## config.mk

```make
export PLATFORM = sky130hd
export DESIGN_NAME = fetch_instr_queue_flat
export DESIGN_NICKNAME = d
export VERILOG_FILES = /design/src/rtl/fetch_queue_pkg.sv /design/src/rtl/fetch_instr_queue_if.sv /design/src/rtl/fiq_storage.sv /design/src/rtl/fetch_instr_queue.sv /design/src/flat_wrapper.sv
export SDC_FILE = /design/constraint.sdc
export NUM_CORES = 1
export LEC_CHECK = 0
export BUFFER_PORTS_ARGS = -buffer_cell sky130_fd_sc_hd__buf_4
export CAP_MARGIN = 20
export CORE_AREA = 4 4 444 271
export CTS_BUF_LIST = sky130_fd_sc_hd__clkbuf_8 sky130_fd_sc_hd__clkbuf_16
export CTS_CLUSTER_DIAMETER = 200
export CTS_CLUSTER_SIZE = 12
export DETAILED_ROUTE_END_ITERATION = 8
export DIE_AREA = 0 0 448 275
export SYNTH_ARGS = -nofsm -noshare
export SYNTH_HDL_FRONTEND = slang
export SYNTH_HIERARCHICAL = 1
export SYNTH_SLANG_ARGS = --single-unit
```

## constraint.sdc

```tcl
create_clock -name i_clk -period 19.58 [get_ports i_clk]
set_input_delay 1.958 -clock i_clk [delete_from_list [all_inputs] [get_ports i_clk]]
set_output_delay 1.958 -clock i_clk [all_outputs]
set_load 0.1 [all_outputs]
```

## src/rtl/fetch_queue_pkg.sv

```systemverilog
// fetch_queue_pkg
// Shared types and sizes for the fetch-to-decode instruction queue.
//   fiq_entry_t : one queued instruction with its PC, PC+4 and the
//                 branch-prediction metadata that travels with it to decode.
//   FIQ_*       : default geometry used by the queue, its interface and storage.
// Optional feature macro used by the queue: FETCH_INSTR_QUEUE_BYPASS_EN.
package fetch_queue_pkg;

  localparam int FIQ_DEPTH   = 4;
  localparam int FIQ_ADDR_W  = 64;
  localparam int FIQ_INSTR_W = 32;
  localparam int FIQ_BTB_W   = 2;
  localparam int FIQ_PTR_W   = $clog2(FIQ_DEPTH);

  typedef struct packed {
    logic [FIQ_INSTR_W-1:0] instr;
    logic [FIQ_ADDR_W-1:0]  pc;
    logic [FIQ_ADDR_W-1:0]  pc_plus4;
    logic [FIQ_ADDR_W-1:0]  pc_target_pred;
    logic [FIQ_BTB_W-1:0]   btb_way;
    logic                   branch_taken_pred;
  } fiq_entry_t;

endpackage

```

## src/rtl/fetch_instr_queue_if.sv

```systemverilog
// fetch_instr_queue_if
// Bundles the fetch-side push port, the decode-side pop port and the
// execute-side flush of the instruction queue.
//   Fetch side  : i_push, i_instr, i_pc, i_pc_plus4, i_pc_target_pred,
//                 i_btb_way, i_branch_taken_pred -> queue; o_ready <- queue
//   Decode side : i_pop -> queue; o_valid, o_instr, o_pc, o_pc_plus4,
//                 o_pc_target_pred, o_btb_way, o_branch_taken_pred, o_count <- queue
//   Execute     : i_flush -> queue
// Modports: master = the pipeline around the queue, slave = the queue itself.
interface fetch_instr_queue_if
  import fetch_queue_pkg::*;
#(
  parameter int DEPTH       = FIQ_DEPTH,
  parameter int ADDR_WIDTH  = FIQ_ADDR_W,
  parameter int INSTR_WIDTH = FIQ_INSTR_W
);

  logic                     i_flush;

  logic                     i_push;
  logic [INSTR_WIDTH-1:0]   i_instr;
  logic [ADDR_WIDTH-1:0]    i_pc;
  logic [ADDR_WIDTH-1:0]    i_pc_plus4;
  logic [ADDR_WIDTH-1:0]    i_pc_target_pred;
  logic [1:0]               i_btb_way;
  logic                     i_branch_taken_pred;
  logic                     o_ready;

  logic                     i_pop;
  logic                     o_valid;
  logic [INSTR_WIDTH-1:0]   o_instr;
  logic [ADDR_WIDTH-1:0]    o_pc;
  logic [ADDR_WIDTH-1:0]    o_pc_plus4;
  logic [ADDR_WIDTH-1:0]    o_pc_target_pred;
  logic [1:0]               o_btb_way;
  logic                     o_branch_taken_pred;
  logic [$clog2(DEPTH):0]   o_count;

  modport master (
    output i_flush, i_push, i_instr, i_pc, i_pc_plus4, i_pc_target_pred,
           i_btb_way, i_branch_taken_pred, i_pop,
    input  o_ready, o_valid, o_instr, o_pc, o_pc_plus4, o_pc_target_pred,
           o_btb_way, o_branch_taken_pred, o_count
  );

  modport slave (
    input  i_flush, i_push, i_instr, i_pc, i_pc_plus4, i_pc_target_pred,
           i_btb_way, i_branch_taken_pred, i_pop,
    output o_ready, o_valid, o_instr, o_pc, o_pc_plus4, o_pc_target_pred,
           o_btb_way, o_branch_taken_pred, o_count
  );

endinterface

```

## src/rtl/fiq_storage.sv

```systemverilog
// fiq_storage
// Entry array of the instruction queue: DEPTH registers of fiq_entry_t with
// one synchronous write port and one asynchronous read port. Data is not
// reset; validity is tracked by the queue's count.
//   clk_i           : clock
//   we_i, waddr_i, wdata_i : write port, captured on the rising edge
//   raddr_i, rdata_o       : combinational read port
module fiq_storage
  import fetch_queue_pkg::*;
#(
  parameter int DEPTH = FIQ_DEPTH,
  parameter int PTR_W = $clog2(DEPTH)
) (
  input  logic             clk_i,
  input  logic             we_i,
  input  logic [PTR_W-1:0] waddr_i,
  input  fiq_entry_t       wdata_i,
  input  logic [PTR_W-1:0] raddr_i,
  output fiq_entry_t       rdata_o
);

  fiq_entry_t mem_q [DEPTH];

  // Write port: a single entry is updated per cycle.
  always_ff @(posedge clk_i) begin
    if (we_i) begin
      mem_q[waddr_i] <= wdata_i;
    end
  end

  assign rdata_o = mem_q[raddr_i];

endmodule

```

## src/rtl/fetch_instr_queue.sv

```systemverilog
// fetch_instr_queue
// Decoupling FIFO between fetch and decode. Holds fetched instructions with
// PC, PC+4 and branch-prediction metadata, absorbs decode stalls and I-cache
// bubbles, and drops everything in flight on a branch mispredict flush.
//   i_clk  : clock, all state updates on the rising edge
//   i_arst : asynchronous active-low reset (release expected to be
//            synchronised to i_clk outside this block)
//   bus    : fetch_instr_queue_if.slave carrying push/pop/flush, o_ready,
//            o_valid, head entry fields and o_count
// Optional feature: define FETCH_INSTR_QUEUE_BYPASS_EN to let a push into an
// empty queue appear at the head in the same cycle.
module fetch_instr_queue
  import fetch_queue_pkg::*;
#(
  parameter int DEPTH       = FIQ_DEPTH,
  parameter int ADDR_WIDTH  = FIQ_ADDR_W,
  parameter int INSTR_WIDTH = FIQ_INSTR_W
) (
  input  logic                i_clk,
  input  logic                i_arst,
  fetch_instr_queue_if.slave  bus
);

  localparam int PTR_W = $clog2(DEPTH);
  localparam int CNT_W = PTR_W + 1;

  logic [PTR_W-1:0] wrPtr_q, wrPtr_d;
  logic [PTR_W-1:0] rdPtr_q, rdPtr_d;
  logic [CNT_W-1:0] count_q, count_d;

  logic       stateValid;
  logic       notFull;
  logic       pushAcc;
  logic       popAcc;
  logic       writeEn;
  logic       bypassLive;
  logic       bypassHit;
  fiq_entry_t wrEntry;
  fiq_entry_t rdEntry;
  fiq_entry_t headEntry;

  // Handshake status depends only on registered occupancy, so o_ready has no
  // path from i_pop.
  assign stateValid = (count_q != '0);
  assign notFull    = (count_q != CNT_W'(DEPTH));

  assign pushAcc = bus.i_push & notFull & ~bus.i_flush;
  assign popAcc  = bus.i_pop & stateValid & ~bus.i_flush;

`ifdef FETCH_INSTR_QUEUE_BYPASS_EN
  // An empty queue forwards the incoming entry straight to the head; if
  // decode takes it in the same cycle it is never written.
  assign bypassLive = (count_q == '0) & bus.i_push & ~bus.i_flush;
  assign bypassHit  = bypassLive & bus.i_pop;
`else
  assign bypassLive = 1'b0;
  assign bypassHit  = 1'b0;
`endif

  assign writeEn = pushAcc & ~bypassHit;

  assign wrEntry = '{
    instr:             bus.i_instr,
    pc:                bus.i_pc,
    pc_plus4:          bus.i_pc_plus4,
    pc_target_pred:    bus.i_pc_target_pred,
    btb_way:           bus.i_btb_way,
    branch_taken_pred: bus.i_branch_taken_pred
  };

  fiq_storage #(
    .DEPTH (DEPTH),
    .PTR_W (PTR_W)
  ) u_storage (
    .clk_i   (i_clk),
    .we_i    (writeEn),
    .waddr_i (wrPtr_q),
    .wdata_i (wrEntry),
    .raddr_i (rdPtr_q),
    .rdata_o (rdEntry)
  );

  // Next-state for pointers and occupancy. Flush wins over any same-cycle
  // push or pop; a full queue rejects a push even when a pop frees a slot.
  always_comb begin
    wrPtr_d = wrPtr_q;
    rdPtr_d = rdPtr_q;
    count_d = count_q;
    if (bus.i_flush) begin
      wrPtr_d = '0;
      rdPtr_d = '0;
      count_d = '0;
    end else begin
      if (writeEn) begin
        wrPtr_d = wrPtr_q + PTR_W'(1);
      end
      if (popAcc) begin
        rdPtr_d = rdPtr_q + PTR_W'(1);
      end
      count_d = count_q + CNT_W'(writeEn) - CNT_W'(popAcc);
    end
  end

  // State register with asynchronous clear.
  always_ff @(posedge i_clk or negedge i_arst) begin
    if (!i_arst) begin
      wrPtr_q <= '0;
      rdPtr_q <= '0;
      count_q <= '0;
    end else begin
      wrPtr_q <= wrPtr_d;
      rdPtr_q <= rdPtr_d;
      count_q <= count_d;
    end
  end

  // Head data is zeroed while empty so the unreset storage never leaks out.
  always_comb begin
    headEntry = '0;
    if (bypassLive) begin
      headEntry = wrEntry;
    end else if (stateValid) begin
      headEntry = rdEntry;
    end
  end

  assign bus.o_ready             = notFull;
  assign bus.o_valid             = stateValid | bypassLive;
  assign bus.o_count             = count_q;
  assign bus.o_instr             = headEntry.instr;
  assign bus.o_pc                = headEntry.pc;
  assign bus.o_pc_plus4          = headEntry.pc_plus4;
  assign bus.o_pc_target_pred    = headEntry.pc_target_pred;
  assign bus.o_btb_way           = headEntry.btb_way;
  assign bus.o_branch_taken_pred = headEntry.branch_taken_pred;

endmodule

```

## src/flat_wrapper.sv

```systemverilog
// flat-port wrapper written by rule: the top's interface ports become plain ports
module fetch_instr_queue_flat import fetch_queue_pkg::*;
#(
  parameter int DEPTH       = FIQ_DEPTH,
  parameter int ADDR_WIDTH  = FIQ_ADDR_W,
  parameter int INSTR_WIDTH = FIQ_INSTR_W
)
  (i_clk, i_arst, bus_i_flush, bus_i_push, bus_i_instr, bus_i_pc, bus_i_pc_plus4, bus_i_pc_target_pred, bus_i_btb_way, bus_i_branch_taken_pred, bus_i_pop, bus_o_ready, bus_o_valid, bus_o_instr, bus_o_pc, bus_o_pc_plus4, bus_o_pc_target_pred, bus_o_btb_way, bus_o_branch_taken_pred, bus_o_count);
  fetch_instr_queue_if #(.DEPTH(DEPTH), .ADDR_WIDTH(ADDR_WIDTH), .INSTR_WIDTH(INSTR_WIDTH)) bus_i ();
  input  logic i_clk;
  input  logic i_arst;
  input wire logic [$bits(bus_i.i_flush)-1:0] bus_i_flush;
  input wire logic [$bits(bus_i.i_push)-1:0] bus_i_push;
  input wire logic [$bits(bus_i.i_instr)-1:0] bus_i_instr;
  input wire logic [$bits(bus_i.i_pc)-1:0] bus_i_pc;
  input wire logic [$bits(bus_i.i_pc_plus4)-1:0] bus_i_pc_plus4;
  input wire logic [$bits(bus_i.i_pc_target_pred)-1:0] bus_i_pc_target_pred;
  input wire logic [$bits(bus_i.i_btb_way)-1:0] bus_i_btb_way;
  input wire logic [$bits(bus_i.i_branch_taken_pred)-1:0] bus_i_branch_taken_pred;
  input wire logic [$bits(bus_i.i_pop)-1:0] bus_i_pop;
  output wire logic [$bits(bus_i.o_ready)-1:0] bus_o_ready;
  output wire logic [$bits(bus_i.o_valid)-1:0] bus_o_valid;
  output wire logic [$bits(bus_i.o_instr)-1:0] bus_o_instr;
  output wire logic [$bits(bus_i.o_pc)-1:0] bus_o_pc;
  output wire logic [$bits(bus_i.o_pc_plus4)-1:0] bus_o_pc_plus4;
  output wire logic [$bits(bus_i.o_pc_target_pred)-1:0] bus_o_pc_target_pred;
  output wire logic [$bits(bus_i.o_btb_way)-1:0] bus_o_btb_way;
  output wire logic [$bits(bus_i.o_branch_taken_pred)-1:0] bus_o_branch_taken_pred;
  output wire logic [$bits(bus_i.o_count)-1:0] bus_o_count;
  assign bus_i.i_flush = bus_i_flush;
  assign bus_i.i_push = bus_i_push;
  assign bus_i.i_instr = bus_i_instr;
  assign bus_i.i_pc = bus_i_pc;
  assign bus_i.i_pc_plus4 = bus_i_pc_plus4;
  assign bus_i.i_pc_target_pred = bus_i_pc_target_pred;
  assign bus_i.i_btb_way = bus_i_btb_way;
  assign bus_i.i_branch_taken_pred = bus_i_branch_taken_pred;
  assign bus_i.i_pop = bus_i_pop;
  assign bus_o_ready = bus_i.o_ready;
  assign bus_o_valid = bus_i.o_valid;
  assign bus_o_instr = bus_i.o_instr;
  assign bus_o_pc = bus_i.o_pc;
  assign bus_o_pc_plus4 = bus_i.o_pc_plus4;
  assign bus_o_pc_target_pred = bus_i.o_pc_target_pred;
  assign bus_o_btb_way = bus_i.o_btb_way;
  assign bus_o_branch_taken_pred = bus_i.o_branch_taken_pred;
  assign bus_o_count = bus_i.o_count;
  fetch_instr_queue #(.DEPTH(DEPTH), .ADDR_WIDTH(ADDR_WIDTH), .INSTR_WIDTH(INSTR_WIDTH)) u_core (.i_clk(i_clk), .i_arst(i_arst), .bus(bus_i));
endmodule
```

==> results of run 1 <==
-- state kept, by name, summed over array words and instances, names as in the netlist --
register and cells:
u_core/u_storage/mem_q 908, u_core/bus.o_count 3, u_core/rdPtr_q 2, u_core/wrPtr_q 2
-- per-stage QoR --
stage | setup slack (ns) | instance area (µm²) | hold slack [ns] | util | instances
global route | 12.87 | 42200 | 0.765 | 0.364 | 3538
finish | 13.40 | 42200 | 0.738 | 0.364 | 3540
global placement | 13.92 | 39900 | 0.687 | 0.343 | 3424
CTS | 13.14 | 42200 | 0.740 | 0.364 | 3536
detailed placement | 13.92 | 39900 | 0.723 | 0.343 | 3424
floorplan | 7.87 | 34600 | 0.519 | - | 1478
-- layout make-up --
type | instances | area [µm²]
Clock inverter | 25 | 169
Fill cell | 10700 | 73800
Multi-Input combinational cell | 485 | 6790
Antenna cell | 4 | 10.0
Timing Repair Buffer | 488 | 3690
Sequential cell | 915 | 27400
Tap cell | 1534 | 1920
Inverter | 2 | 7.51
Clock buffer | 87 | 2180
-- worst reg2reg max path, delay by kind of cell, from the launching register on --
family                 cells  cell delay [ns]
buffers and inverters      2             1.63
AND/OR/NAND/NOR            4             1.21
flip-flops                 1             0.46
-- routing by layer --
| layer | up-vias | global-route usage | routed length, µm |
|---|---|---|---|
| li1 | 7044 | - | - |
| met1 | 8643 | 0.177 | 34900 |
| met2 | 461 | 0.200 | 38000 |
| met3 | 116 | 0.0374 | 5300 |
| met4 | 14 | 0.0312 | 1460 |
| met5 | - | 0 | 109 |
-- kinds of logic after synthesis --
logic type | synth area share
adder cells (fa/ha/maj) | 0.00130
AND/OR/NAND/NOR | 0.0443
XOR/XNOR | 0.00101
multiplexers | 0.148
AO/OA/AOI/OAI | 0.000470
flip-flops | 0.792
buffers and inverters | 0.0126
-- worst max path at each step --
stage	to	depth (start not counted)	from
after CTS	bus_o_pc_plus4[1]	5	u_core/rdPtr_q[0]
after global routing	bus_o_pc_plus4[1]	5	u_core/rdPtr_q[0]
after global placement	bus_o_pc_plus4[23]	5	u_core/rdPtr_q[0]
after detailed placement	bus_o_pc_plus4[23]	5	u_core/rdPtr_q[0]
after floorplan	u_core/u_storage/mem_q[0][0]	3	bus_i_flush
final	bus_o_pc_plus4[14]	5	u_core/rdPtr_q[0]
-- placed cells by master (no fill, tap or decap), types with 3 or more instances in the layout --
cell and n:
xor2_1 3, clkbuf_16 87, nor2_1 8, mux4_2 227, diode_2 4, dfrtp_1 5, inv_1 20, edfxtp_1 908
and2_1 227, buf_4 486, nor2b_1 3
==> metrics, run 1 <==
routed wire length 79700 µm; vias post-DR 16300; Iter 0 DRT Violations 1172; Post-route DRC 0; Final #Nets 2213; EDFF count, synth approximately 910; CP required ~18 ns; Slew @ Worst Pin 1.32 ns; antenna violations before repair 13; sequential-to-total area share from yosys stat 0.792; Initial Util 0.299; io pins 464; Area growth, synth to finish 21.8%; Synth Register Bits 915; clk buf depth 3; core footprint 0.116 mm²; dpl hpwl 49000 µm; global-route usage over all layers 0.128; YS warnings 6; Tmin final 6.18 ns; CP dominant cell by count buf_4; Post-synth top flop edfxtp_1; Buf/Inv on CP 3; CTS tree built; Final ANT Viol Nets 0; GRT overflow 0; top post-synthesis cells by count edfxtp_1 (908), and2_1 (227), mux4_2 (227); Max FO, Critical Path 45; worst r2r dst u_core/u_storage/mem_q[1][44]; Vert. Die Dim 275 µm; RSZ-0062 raised after global routing false; pin count of the biggest net entering global routing 118; Arr. time, crit path 4.23 ns; detailed-route wire length per cell ~23 µm; Syn Area/Cell 23.4 µm²; layout cell share with drive strength beyond 1 0.409; FFs w/ async S/R, synth 0.00765; cell taking the most area after synthesis edfxtp_1; Die Footprint roughly 0.12 mm²; Worst slew margin 0.123; Setup Skew 0.0303 ns; row cnt a little under 100; Cell Area, Synth 0.0346 mm²; Num Clock Sinks 915; Clock transition at path regs 0.06 ns; worst r2r src u_core/bus.o_count[2]; hold buffers post-CTS 0; area share of the largest cell type after synthesis 0.787; Crit-path slowest cell buf_4; critical setup path kind reg2out; Hold Violations, Final 0; # Post-CTS Setup Buffers 0; worst hold start u_core/wrPtr_q[1]; Gate Count Post-Synth about 1500; Hold Crit Endpoint u_core/wrPtr_q[1]; crit path cell chain buf_4, buf_4, mux4_2, and2_1, buf_4; R2R cell count 6; die width 448 µm; CTS Buf Count 86; Hold Crit Depth 2; worst min path class reg2reg; H-Tree Depth 3; Clk Latency, worst-skew pair 0.66 ns; first-pass GRT wire length 118000 µm; Setup Viol. Count Final 0; DR pass1 iterations 5; cts repair resizes 0; max cap viols 0; crit share post-route 0.316; CTS root buf clkbuf_16; top-count cell post-synth edfxtp_1; crit start category flip-flop; largest delay contributor family on the critical path buffers and inverters; GP Congestion between 0.7 and 0.8; Netlist cell types 29; vias in the first global route 17600; Setup crit end kind primary output; Via density 4.60; count of final max-slew check failures 0; I/O Buffers 463; largest cells by area after synthesis edfxtp_1 (79%), mux4_2 (15%), and2_1 (4.1%); Post-Syn Nets 1713; FF-to-FF setup slack ~16 ns; slowest stage delay, CP slightly above 0.8 ns; status complete, no violations; Final TNS setup 0 ns; Max Clock Freq approximately 0.16 GHz
Power of run 1 is left out: the tool's default activity adds up to more than one toggle a clock period on the data nets, which glitch-free logic cannot reach.
==> inputs of run 2 (changes only) <==
==> constraint.sdc (replaced) <==
create_clock -name i_clk -period 5.55 [get_ports i_clk]
set_input_delay 0.555 -clock i_clk [delete_from_list [all_inputs] [get_ports i_clk]]
set_output_delay 0.555 -clock i_clk [all_outputs]
set_load 0.1 [all_outputs]
==> metrics, run 2 (same netlist as run 1, synthesis figures left out) <==
status complete, no violations; cts repair resizes 0 (unchanged); core footprint 0.116 mm² (unchanged); Post-route DRC 0 (unchanged); clk buf depth 3 (unchanged); most common cell after layout, fill and taps aside edfxtp_1; Setup Viol. Count Final 0 (unchanged); Max FO, Critical Path 146 (+220%); critical setup path kind reg2out; Vert. Die Dim 275 µm (unchanged); DR pass1 iterations 4 (-1); Initial Util 0.299 (unchanged); worst r2r dst u_core/u_storage/mem_q[1][20]; RSZ-0062 raised after global routing false; Largest Register u_core/u_storage/mem_q; R2R cell count 5 (-1); Arr. time, crit path 3.21 ns (-1.02 ns); Iter 0 DRT Violations 1000 (-15%); count of final max-slew check failures 0 (unchanged); Final ANT Viol Nets 0 (unchanged); Die Footprint 0.123 mm² (unchanged); Multi-input gate area 0.00680 mm² (+0.11%); layout cell share with drive strength beyond 1 0.411 (+0.00217); row cnt 97 (unchanged); slowest stage delay, CP 0.71 ns (-0.10 ns); global-route usage over all layers 0.124 (-0.00422); crit start category flip-flop; Setup Skew 0.0245 ns (-0.00579 ns); Util after Layout 0.365 (+0.00145); H-Tree Depth 3 (unchanged); filler instances 10600 (-0.96%); CTS root buf clkbuf_16; first-pass GRT wire length 114000 µm (-3.0%); dpl cells 3417 (-0.20%); worst hold start bus_i_instr[31]; Clock transition at path regs 0.07 ns (about the same); detailed-route wire length per cell 21.9 µm (-2.9%); I/O Buffers 463 (unchanged); CP required 4.99 ns (-12.63 ns); CTS tree built; FF/Latch Area 0.0275 mm² (about the same); Hold Crit Endpoint u_core/u_storage/mem_q[0][226]; Slew @ Worst Pin 1.50 ns (+0.185 ns); GRT overflow 0 (unchanged); Num Clock Sinks 915 (unchanged); Hold Crit Depth 1 (-1); crit share post-route 0.679; Fin Hold WS 0.0964 ns (-0.642 ns); pin count of the biggest net entering global routing 147 (+25%); max reg flops 908 (unchanged); FF-to-FF setup slack 2.39 ns (-13.39 ns); GP Congestion 0.718 (-5.5%); largest delay contributor family on the critical path simple AND/OR/NAND/NOR gates; Worst slew margin 0.000160 (-0.123); Tmin final between 3 and 4 ns; Buf/Inv on CP 2 (-1); vias post-DR 16200 (-0.78%); io pins 464 (unchanged); vias in the first global route 17400 (-0.89%); dpl hpwl 45300 µm (-7.6%); routed wire length 77200 µm (-3.2%); worst min path class in2reg; Clk Latency, worst-skew pair 0.65 ns (about the same); Final #Nets 2208 (-0.23%); die width 448 µm (unchanged); commonest non-fill, non-tap cells in the layout edfxtp_1 (908), buf_4 (464), and2_1 (227), mux4_2 (227), clkbuf_16 (90); Hold Violations, Final 0 (unchanged); Max Clock Freq around 0.27 GHz; Setup crit end kind primary output; worst r2r src u_core/bus.o_count[2]; Crit-path slowest cell or3_4; Non-Filler Instances 3529 (-0.31%); Final TNS setup 0 ns (unchanged); Via density 4.58 (-0.47%); crit path cell chain or3_4, buf_12, and2_1, buf_4; CTS Buf Count 86 (unchanged); max cap viols 0 (unchanged); antenna violations before repair 13 (unchanged); Area growth, synth to finish 22.3%
[run 2: cell types whose count changed in the layout (fill, tap and decap cells not counted), sizes merged]
cell,change
buf,-7
diode,+2
dlygate4sd3,+2
clkbuf,+3
inv,-10
clkinv,-1
[run 2: worst reg2reg max path: cells and delay by family, from the launching register on]
family        cells  cell delay, ns
buf+inv           1            0.48
flops             1            0.51
simple gates      4            1.12
[run 2: worst max-delay path by stage]
stage                                startpoint  cells past startpoint                      endpoint  slack, ns
after detailed placement  u_core/bus.o_count[1]                      4                bus_o_instr[3]       2.40
after CTS                 u_core/bus.o_count[1]                      4                bus_o_instr[3]       1.63
after floorplan           u_core/bus.o_count[2]                      4  u_core/u_storage/mem_q[0][0]      -2.00
after global placement    u_core/bus.o_count[1]                      4       bus_o_pc_target_pred[1]       2.40
final                     u_core/bus.o_count[1]                      4                bus_o_instr[3]       1.78
after global routing      u_core/bus.o_count[1]                      4               bus_o_instr[10]       1.49
[run 2: area by class of cell]
class                   count  share of cell area
diodes                      6            0.000354
inverters                   2            0.000177
clock inverters            14             0.00195
flip-flops and latches    915               0.648
clock buffers              90              0.0531
multi-input cells         485               0.160
repair buffers            483              0.0907
well taps                1534              0.0453
[run 2: routing by layer]
metal / GRT usage / wire (µm) / share of wire / vias to the layer above
met5: 0 / 41 / 0.00053 / -
met4: 0.0358 / 1830 / 0.024 / 6
met1: 0.158 / 31700 / 0.41 / 8577
met3: 0.0352 / 4660 / 0.060 / 127
met2: 0.207 / 39000 / 0.50 / 426
li1: - / - / - / 7015
[run 2: timing repair]
action	4_1_cts	5_1_grt
hold buffers	2	0
hold endpoints to repair	8	0
setup buffers	0	0
[run 2: metrics by stage]
step	setup WS (ns)	cell area [µm²]
detailed placement	2.40	40000
floorplan	-2.00	34700
global placement	2.40	40000
finish	1.78	42400
CTS	1.63	42400
global route	1.49	42400
Power of run 2 is left out for the same reason.
